$ cat src/rtl/decoder_rr_arbiter_if.sv
// Request/grant bundle between the requesting units and the round-robin
// arbiter that owns the shared 3-to-8 decoded enable lines.
interface decoder_rr_arbiter_if;
  logic [7:0] req;          // bit i = requester i wants the resource
  logic       done;         // owner release pulse, meaningful only while granted
  logic [7:0] grant;        // one-hot enable for the current owner, else zero
  logic [2:0] grant_idx;    // encoded owner, qualify with grant_valid
  logic       grant_valid;  // a grant is currently held
  logic       timeout;      // grant was revoked by the hold limit

  // Requesting side: drives requests and release, observes the grant.
  modport master (
    output req, done,
    input  grant, grant_idx, grant_valid, timeout
  );

  // Arbiter side.
  modport slave (
    input  req, done,
    output grant, grant_idx, grant_valid, timeout
  );
endinterface

$ cat src/rtl/decoder_rr_arbiter.sv
// Round-robin arbiter for eight requesters sharing one decoded select
// resource. The winner's index is registered and decoded to a one-hot grant.
// A grant is held until the owner pulses done, drops its request, or has
// held for MAX_HOLD cycles; one dead cycle always separates two grants and
// the search pointer moves just past the previous owner for fairness.
module decoder_rr_arbiter #(
  parameter int unsigned MAX_HOLD = 12,  // legal range 1..15
  parameter int unsigned CNT_W    = 4    // 2**CNT_W must exceed MAX_HOLD
) (
  input  logic                 clk,
  input  logic                 rst_n,
  decoder_rr_arbiter_if.slave  bus
);

  typedef enum logic {
    IDLE = 1'b0,
    BUSY = 1'b1
  } state_t;

  // Counter value seen during the last cycle an owner is allowed to hold.
  localparam logic [CNT_W-1:0] HOLD_LAST = CNT_W'(MAX_HOLD - 1);

  state_t           state;
  logic [2:0]       ptr;
  logic [2:0]       grant_idx_q;
  logic [7:0]       grant_q;
  logic             grant_valid_q;
  logic             timeout_q;
  logic [CNT_W-1:0] hold_cnt;

  logic [2:0]       winner;
  logic [2:0]       cand;
  logic             owner_req;
  logic             at_limit;
  logic             release_now;

  // Pick the first requester at or after ptr, wrapping modulo 8. Scanning
  // from the far end downwards lets the nearest candidate overwrite the rest.
  // NOTE: every always_comb output gets a default before any conditional
  // assignment, so no path leaves it unassigned and no latch is inferred.
  always_comb begin
    winner = ptr;
    cand   = ptr;
    for (int i = 7; i >= 0; i--) begin
      cand = ptr + 3'(i);
      if (bus.req[cand]) begin
        winner = cand;
      end
    end
  end

  assign owner_req   = bus.req[grant_idx_q];
  assign at_limit    = (hold_cnt == HOLD_LAST);
  assign release_now = bus.done | ~owner_req | at_limit;

  // Arbitration state machine; every output is a register.
  // NOTE: sequential state uses non-blocking assignments so all registers
  // update from the same pre-edge values and simulation matches hardware.
  // NOTE: every register here is a control flop, so all of them take the
  // asynchronous reset and an active grant is dropped the moment rst_n falls.
  always_ff @(posedge clk or negedge rst_n) begin
    if (!rst_n) begin
      state         <= IDLE;
      ptr           <= 3'd0;
      grant_idx_q   <= 3'd0;
      grant_q       <= 8'h00;
      grant_valid_q <= 1'b0;
      timeout_q     <= 1'b0;
      hold_cnt      <= '0;
    end else begin
      // The timeout flag only survives the single cycle after its release.
      timeout_q <= 1'b0;
      case (state)
        IDLE: begin
          // done is ignored here; only requests start a new grant.
          if (|bus.req) begin
            grant_idx_q   <= winner;
            grant_q       <= 8'b1 << winner;
            grant_valid_q <= 1'b1;
            hold_cnt      <= '0;
            state         <= BUSY;
          end
        end
        BUSY: begin
          // Non-owner requests are ignored until the next IDLE evaluation.
          if (release_now) begin
            state         <= IDLE;
            grant_q       <= 8'h00;
            grant_valid_q <= 1'b0;
            ptr           <= grant_idx_q + 3'd1;
            // Flag only releases forced purely by the hold limit.
            timeout_q     <= at_limit & ~bus.done & owner_req;
          end else begin
            hold_cnt <= hold_cnt + 1'b1;
          end
        end
        default: begin
          state         <= IDLE;
          grant_q       <= 8'h00;
          grant_valid_q <= 1'b0;
        end
      endcase
    end
  end

  assign bus.grant       = grant_q;
  assign bus.grant_idx   = grant_idx_q;
  assign bus.grant_valid = grant_valid_q;
  assign bus.timeout     = timeout_q;

endmodule

$ cat src/flat_wrapper.sv
// flat-port wrapper written by rule: the top's interface ports become plain ports
module decoder_rr_arbiter_flat 
#(
  parameter int unsigned MAX_HOLD = 12,                      
  parameter int unsigned CNT_W    = 4                                    
)
  (clk, rst_n, bus_req, bus_done, bus_grant, bus_grant_idx, bus_grant_valid, bus_timeout);
  decoder_rr_arbiter_if bus_i ();
  input  logic clk;
  input  logic rst_n;
  input wire logic [$bits(bus_i.req)-1:0] bus_req;
  input wire logic [$bits(bus_i.done)-1:0] bus_done;
  output wire logic [$bits(bus_i.grant)-1:0] bus_grant;
  output wire logic [$bits(bus_i.grant_idx)-1:0] bus_grant_idx;
  output wire logic [$bits(bus_i.grant_valid)-1:0] bus_grant_valid;
  output wire logic [$bits(bus_i.timeout)-1:0] bus_timeout;
  assign bus_i.req = bus_req;
  assign bus_i.done = bus_done;
  assign bus_grant = bus_i.grant;
  assign bus_grant_idx = bus_i.grant_idx;
  assign bus_grant_valid = bus_i.grant_valid;
  assign bus_timeout = bus_i.timeout;
  decoder_rr_arbiter #(.MAX_HOLD(MAX_HOLD), .CNT_W(CNT_W)) u_core (.clk(clk), .rst_n(rst_n), .bus(bus_i));
endmodule
$ cat config.mk
export PLATFORM = sky130hd
export DESIGN_NAME = decoder_rr_arbiter_flat
export DESIGN_NICKNAME = d
export VERILOG_FILES = /design/src/rtl/decoder_rr_arbiter_if.sv /design/src/rtl/decoder_rr_arbiter.sv /design/src/flat_wrapper.sv
export SDC_FILE = /design/constraint.sdc
export NUM_CORES = 1
export LEC_CHECK = 0
export ABC_AREA = 1
export BUFFER_PORTS_ARGS = -buffer_cell sky130_fd_sc_hd__buf_2
export CORE_MARGIN = 2
export CORE_UTILIZATION = 40
export DETAILED_ROUTE_END_ITERATION = 16
export SETUP_SLACK_MARGIN = 0.3
export SLEW_MARGIN = 20
export SYNTH_ARGS = -nofsm -noshare
export SYNTH_HDL_FRONTEND = slang
export SYNTH_SLANG_ARGS = --single-unit
$ cat constraint.sdc
create_clock -name clk -period 2 [get_ports clk]
set_input_delay 0.5 -clock clk [delete_from_list [all_inputs] [get_ports clk]]
set_output_delay 0.5 -clock clk [all_outputs]
set_load 0.02 [all_outputs]
; Word level (Yosys, flattened, before mapping)
; Cells that the tools add are included.
; Widths: inputs -> output; s select.
[word_totals]
ff_bits = 21
in_bits = 11
wordCells = 82
[op_classes]
add_sub_neg = 9
magnitude_cmp = 9
eq_ne = 4
shifts = 1
muxes = 40
bitwise_logic = 7
n_reduce_logical = 5
[op_table]
columns = operator, count
row1 = $lt 3x4->1 const B, 9
row2 = $bmux 1 s3, 9
row3 = $mux 3, 8
row4 = $mux 8, 2
row5 = $pmux 8 s2, 1
row6 = $mux 1, 15
row7 = $add 3x3->3 const B, 4
row8 = $mux 4, 2
row9 = $pmux 4 s2, 1
row10 = $reduce_and 2->1, 4
row11 = $reduce_or 8->1, 1
row12 = $shl 1x3->8 const A, 1
row13 = $add 3x1->3 const B, 2
row14 = $add 3x2->3 const B, 2
row15 = $add 4x1->4 const B, 1
row16 = $eq 4x4->1 const B, 1
row17 = $ne 2x2->1 const B, 2
row18 = $pmux 1 s2, 2
row19 = $not 1->1, 3
row20 = $and 1x1->1, 2
row21 = $ne 2x1->1 const B, 1
row22 = $or 1x1->1, 2

; Longest topological paths before layout
[logic_depth]
ltp_word = 14
ltp_mapped = 21
ltp_nobuf = 20

; Worst setup path after synthesis
; OpenSTA, ideal clock, no wires.
[synth_path]
path_type = reg2reg
start = reg u_core.ptr[0]
end = reg u_core.grant_q[1], in the netlist u_core.bus.grant[1]
setup_time_ps = 66
arrival_ps = 2016
required_time_ps = 1934
slack_ps = -82
path_stages_with_launch = 20
path_buffers = 1
cell_sequence = dfrtp_1 -> inv_2 -> buf_6 -> ha_1 -> inv_2 -> nand3_1 -> nand3_2 -> nand2_2 -> inv_1 -> nand2_1 -> nand2_1 -> nand2_1 -> nand2_1 -> nand2_2 -> nand2_2 -> nand2_1 -> nand2_2 -> nor2_2 -> nand3_1 -> nand2_1
[synth_via]
elab_chain_len = 14
elab_cells_between_ends = 34
classes_between = add/sub (7) / shift (1) / mux (26)
[synth_lines]
columns = item, line
row1 = "start, declared", decoder_rr_arbiter.sv:24  ; logic [2:0] ptr;
row2 = "start signal, assigned", decoder_rr_arbiter.sv:90  ; ptr <= grant_idx_q + 3'd1;
row3 = $add 3x3->3, decoder_rr_arbiter.sv:45  ; cand = ptr + 3'(i);
row4 = $bmux 1 s3, decoder_rr_arbiter.sv:46  ; if (bus.req[cand]) begin
row5 = $mux 1 (implied by the code), decoder_rr_arbiter.sv:46
row6 = $mux 3 (7 in series), decoder_rr_arbiter.sv:46
row7 = $mux 3 *, decoder_rr_arbiter.sv:46
row8 = $shl 1x3->8 *, decoder_rr_arbiter.sv:78  ; grant_q <= 8'b1 << winner;
row9 = $mux 8 *, decoder_rr_arbiter.sv:76  ; if (|bus.req) begin
row10 = $pmux 8 s2 *, decoder_rr_arbiter.sv:73  ; case (state)
row11 = "end signal, assigned", decoder_rr_arbiter.sv:78
row12 = "end, declared", decoder_rr_arbiter.sv:26  ; logic [7:0] grant_q;
; Mark *: on every way between the ends. The rest lies on a longest branch, timed or not. The select of a mux whose other input is x is not followed.
; A chain may end at the register's enable or synchronous reset.

; Final worst setup path
[layout_path]
start = reg u_core.ptr[1]
end = reg u_core.grant_q[2], in the netlist u_core.bus.grant[2]
; Same word-level chain as after synthesis.

==> flow_summary_export.csv <==
group,metric,value,unit
finish,syn_to_final_growth,28.15,%
critical_path,critPathKind,"register to register",
critical_path,reg2reg_depth,12,
floorplan,core,4000,um^2
finish,antennaDiodeCount,0,
grt,antenna_found_initial,0,
routing,routed_wl,4.270,mm
critical_path,path_max_fanout,6,
synth,ys_ff_latch,21,
routing,final_antenna_net_count,0,
sta,drv_slew,0,
place,dp.cells,322,
critical_path,worstReg2RegEnd,"u_core.bus.grant[2]",
place,portBuffers,23,
cts,clock_sinks,21,
critical_path,r2r_setup_slack,-0.008,ns
floorplan,ios,24,
cts,clk_pin_slew,0.08,ns
cts,clock_path_buffers,2,
floorplan,fp-row-count,23,
place,place_hpwl,3.228,mm
cts,worstSkewPairLatency,0.26,ns
synth,synth.cell_area,1658,um^2
sta,clock.fmax,498.1,MHz
grt,grt_use_total,20.75,%
synth,synthesis.nets,256,
synth,yosys_warnings,0,
synth,synthCells,241,
cts,cts_tree,"built",
synth,synth.yosys.seq_area_share,31.70,%
cts,hold_buffers,0,
critical_path,critPathSlowestCell,"dfrtp_2",
grt,grt_pass1_vias,1609,
routing,wl_met1,1.960,mm
finish,final_nets,296,
sta,finalSetupViolations,1,
cts,cts_made_buffers,3,
routing,first_pass_iters,4,
grt,grt_first_pass_wirelength,7.334,mm
sta,relSlewSlack,68.59,%
status,violations,"setup timing",
status,outcome,"finished, violations left",
critical_path,r2r-start,"u_core.ptr[1]",
routing,wl_met3,126,um
routing,via_count,1679,
floorplan,die_w,68.38,um
sta,fin_crit_sh,100.4,%
routing,route.met2.wl,2.165,mm
critical_path,cp-start-kind,"register",
routing,drt_iter0_markers,69,
synth,avgSynthCellArea,6.879,um^2
floorplan,dieArea,4676,um^2
critical_path,required,2.18,ns
floorplan,fp.dieH,68.38,um
critical_path,path_cells,"inv_6 > ha_4 > inv_6 > nand3_2 > buf_4 > nand3_1 > nand2_1 > a21oi_1 > nand2_2 > nand2_4 > nand2_2 > o21bai_1",
critical_path,endpoint_kind,"register",
routing,drc_errors,0,
critical_path,worstPathArrival,2.19,ns
critical_path,critPathMaxStageDelay,0.45,ns
hold_path,hp-class,"primary input to async pin",
routing,wl_per_cell,12.94,um
finish,finalNonFillerCells,330,
synth,synth_cell_type_count,28,
sta,rsz0062_at_grt,"true",
sta,postLayoutSetupSlackWorst,-0.007723,ns
sta,fin_crit,2.008,ns
sta,tightest_slew,0.4711,ns
cts,h-tree-depth,1,
cts,cts-root-buf,"clkbuf_8",
job,cap_violations,0,
sta,clock_skew,0.006428,ns
finish,drive_gt1_share,39.64,%
floorplan,start_util,41.45,%
sta,hold_violations,0,
grt,grt_max_degree,22,
place,place.gp.congestion,0.8889,
routing,vias_per_cell,5.088,
routing,top_layer,"met4",
grt,gr-total-overflow,0,
==> how the worst max path moves through the flow <==
stage	to	cells past startpoint	startpoint	slack [ns]
floorplan	u_core.bus.grant[0]	19	u_core.ptr[0]	0.08
global placement	u_core.bus.grant[3]	18	u_core.ptr[0]	0.01
detailed placement	u_core.bus.grant[3]	18	u_core.ptr[0]	0.01
CTS	u_core.bus.grant_idx[0]	17	u_core.ptr[1]	-0.01
global route	u_core.bus.grant[3]	16	u_core.ptr[0]	-0.20
finish	u_core.bus.grant[2]	12	u_core.ptr[1]	-0.008
==> state kept, by name, indices dropped and copies added (netlist names) <==
name	cells
u_core.bus.grant_valid	1
u_core.bus.grant_idx	3
u_core.state	1
u_core.bus.grant	8
u_core.bus.timeout	1
u_core.ptr	3
u_core.hold_cnt	4
==> cell usage in the layout (no fill, tap or decap), types with 2 or more instances in the layout <==
master	netlist	final
o22ai_1	2	2
o21ai_2	0	2
nand3_2	10	16
o21bai_1	2	2
ha_1	4	2
buf_6	3	2
clkinv_2	1	2
nand3_1	36	26
nand2_1	75	64
nor2_1	13	13
xnor2_1	2	2
buf_2	0	23
buf_4	1	13
a21oi_1	6	6
o21ai_0	10	8
o21ai_1	3	3
clkbuf_8	0	3
dfrtp_1	21	19
inv_2	5	6
nand3_4	0	4
nand2_2	16	27
dfrtp_2	0	2
inv_1	20	18
inv_6	1	2
==> cells in the mapped netlist <==
library cell	count	area (um^2)
inv_2	5	18.77
inv_1	20	75.07
a31oi_1	1	6.260
nand3_2	10	100.1
buf_6	3	33.78
nand2_2	16	100.1
nor2_2	2	12.51
o22ai_1	2	12.51
clkinv_1	1	3.750
nand2_4	1	11.26
buf_4	1	7.510
a21oi_1	6	30.03
nand2_1	75	281.5
xnor2_1	2	17.52
dfrtp_1	21	525.5
clkinv_2	1	5.000
o21ai_1	3	15.01
nand3_1	36	180.2
nor2_1	13	48.80
o21ai_0	10	50.05
inv_6	1	8.760
a311oi_1	1	8.760
o21bai_1	2	15.01
xor2_1	1	8.760
ha_1	4	50.05
a21oi_2	1	8.760
nor4_1	1	6.260
xor2_2	1	16.27
==> through the flow <==
step	cell area, um^2	TNS [ns]	worst slack (ns)	util, %	hold slack [ns]
2_1_floorplan	1693	0	0.07907	-	0.2044
3_3_place_gp	1919	0	0.01007	47.98	0.4588
3_5_place_dp	1919	0	0.01214	47.98	0.4642
4_1_cts	2059	-0.03719	-0.01410	51.49	0.1933
5_1_grt	2125	-1.582	-0.2001	53.11	0.2263
6_report	2125	-0.007723	-0.007723	53.11	0.1813
==> per-layer routing <==
layer	up-vias	track usage, %
met3	2	1.645
met5	-	0
met1	792	27.25
li1	860	-
met4	0	5.250
met2	25	36.54
==> area by class of cell <==
class,instances,area [um^2]
sequential,21,528.0
tap,50,62.56
inverter,28,116.4
clock inverter,1,5.005
clock buffer,3,41.29
timing repair buffer,39,250.2
multi-input combinational,188,1121
fill,395,1876
==> what timing repair did <==
item / 4_1_cts / 5_1_grt
pin swaps: 15 / 8
buffers inserted: 3 / 1
endpoints found under the setup margin: 20 / 20
hold endpoints to repair: 0 / 0
gates resized for setup: 20 / 16
==> worst max-delay path: cells and delay by family (launching register included) <==
kind	cells	cell delay, ns
AOI/OAI and AO/OA	2	0.33
adders and majority gates	1	0.23
buffers and inverters	3	0.32
DFF	1	0.45
and+or+nand+nor	6	0.59
==> cells by family (layout without fill, tap and decap cells) <==
kind of cell               Yosys count  in the layout  share of synthesized area [%]
AOI/OAI and AO/OA                   26             26                          8.830
xor gates and xnor gates             4              4                          2.567
adders and majority gates            4              4                          3.019
buffers and inverters               32             71                          9.207
DFF                                 21             21                          31.70
and+or+nand+nor                    154            154                          44.68
Power is not shown: default switching activity piles up to over one toggle a cycle in this logic, so the estimate is an artifact.
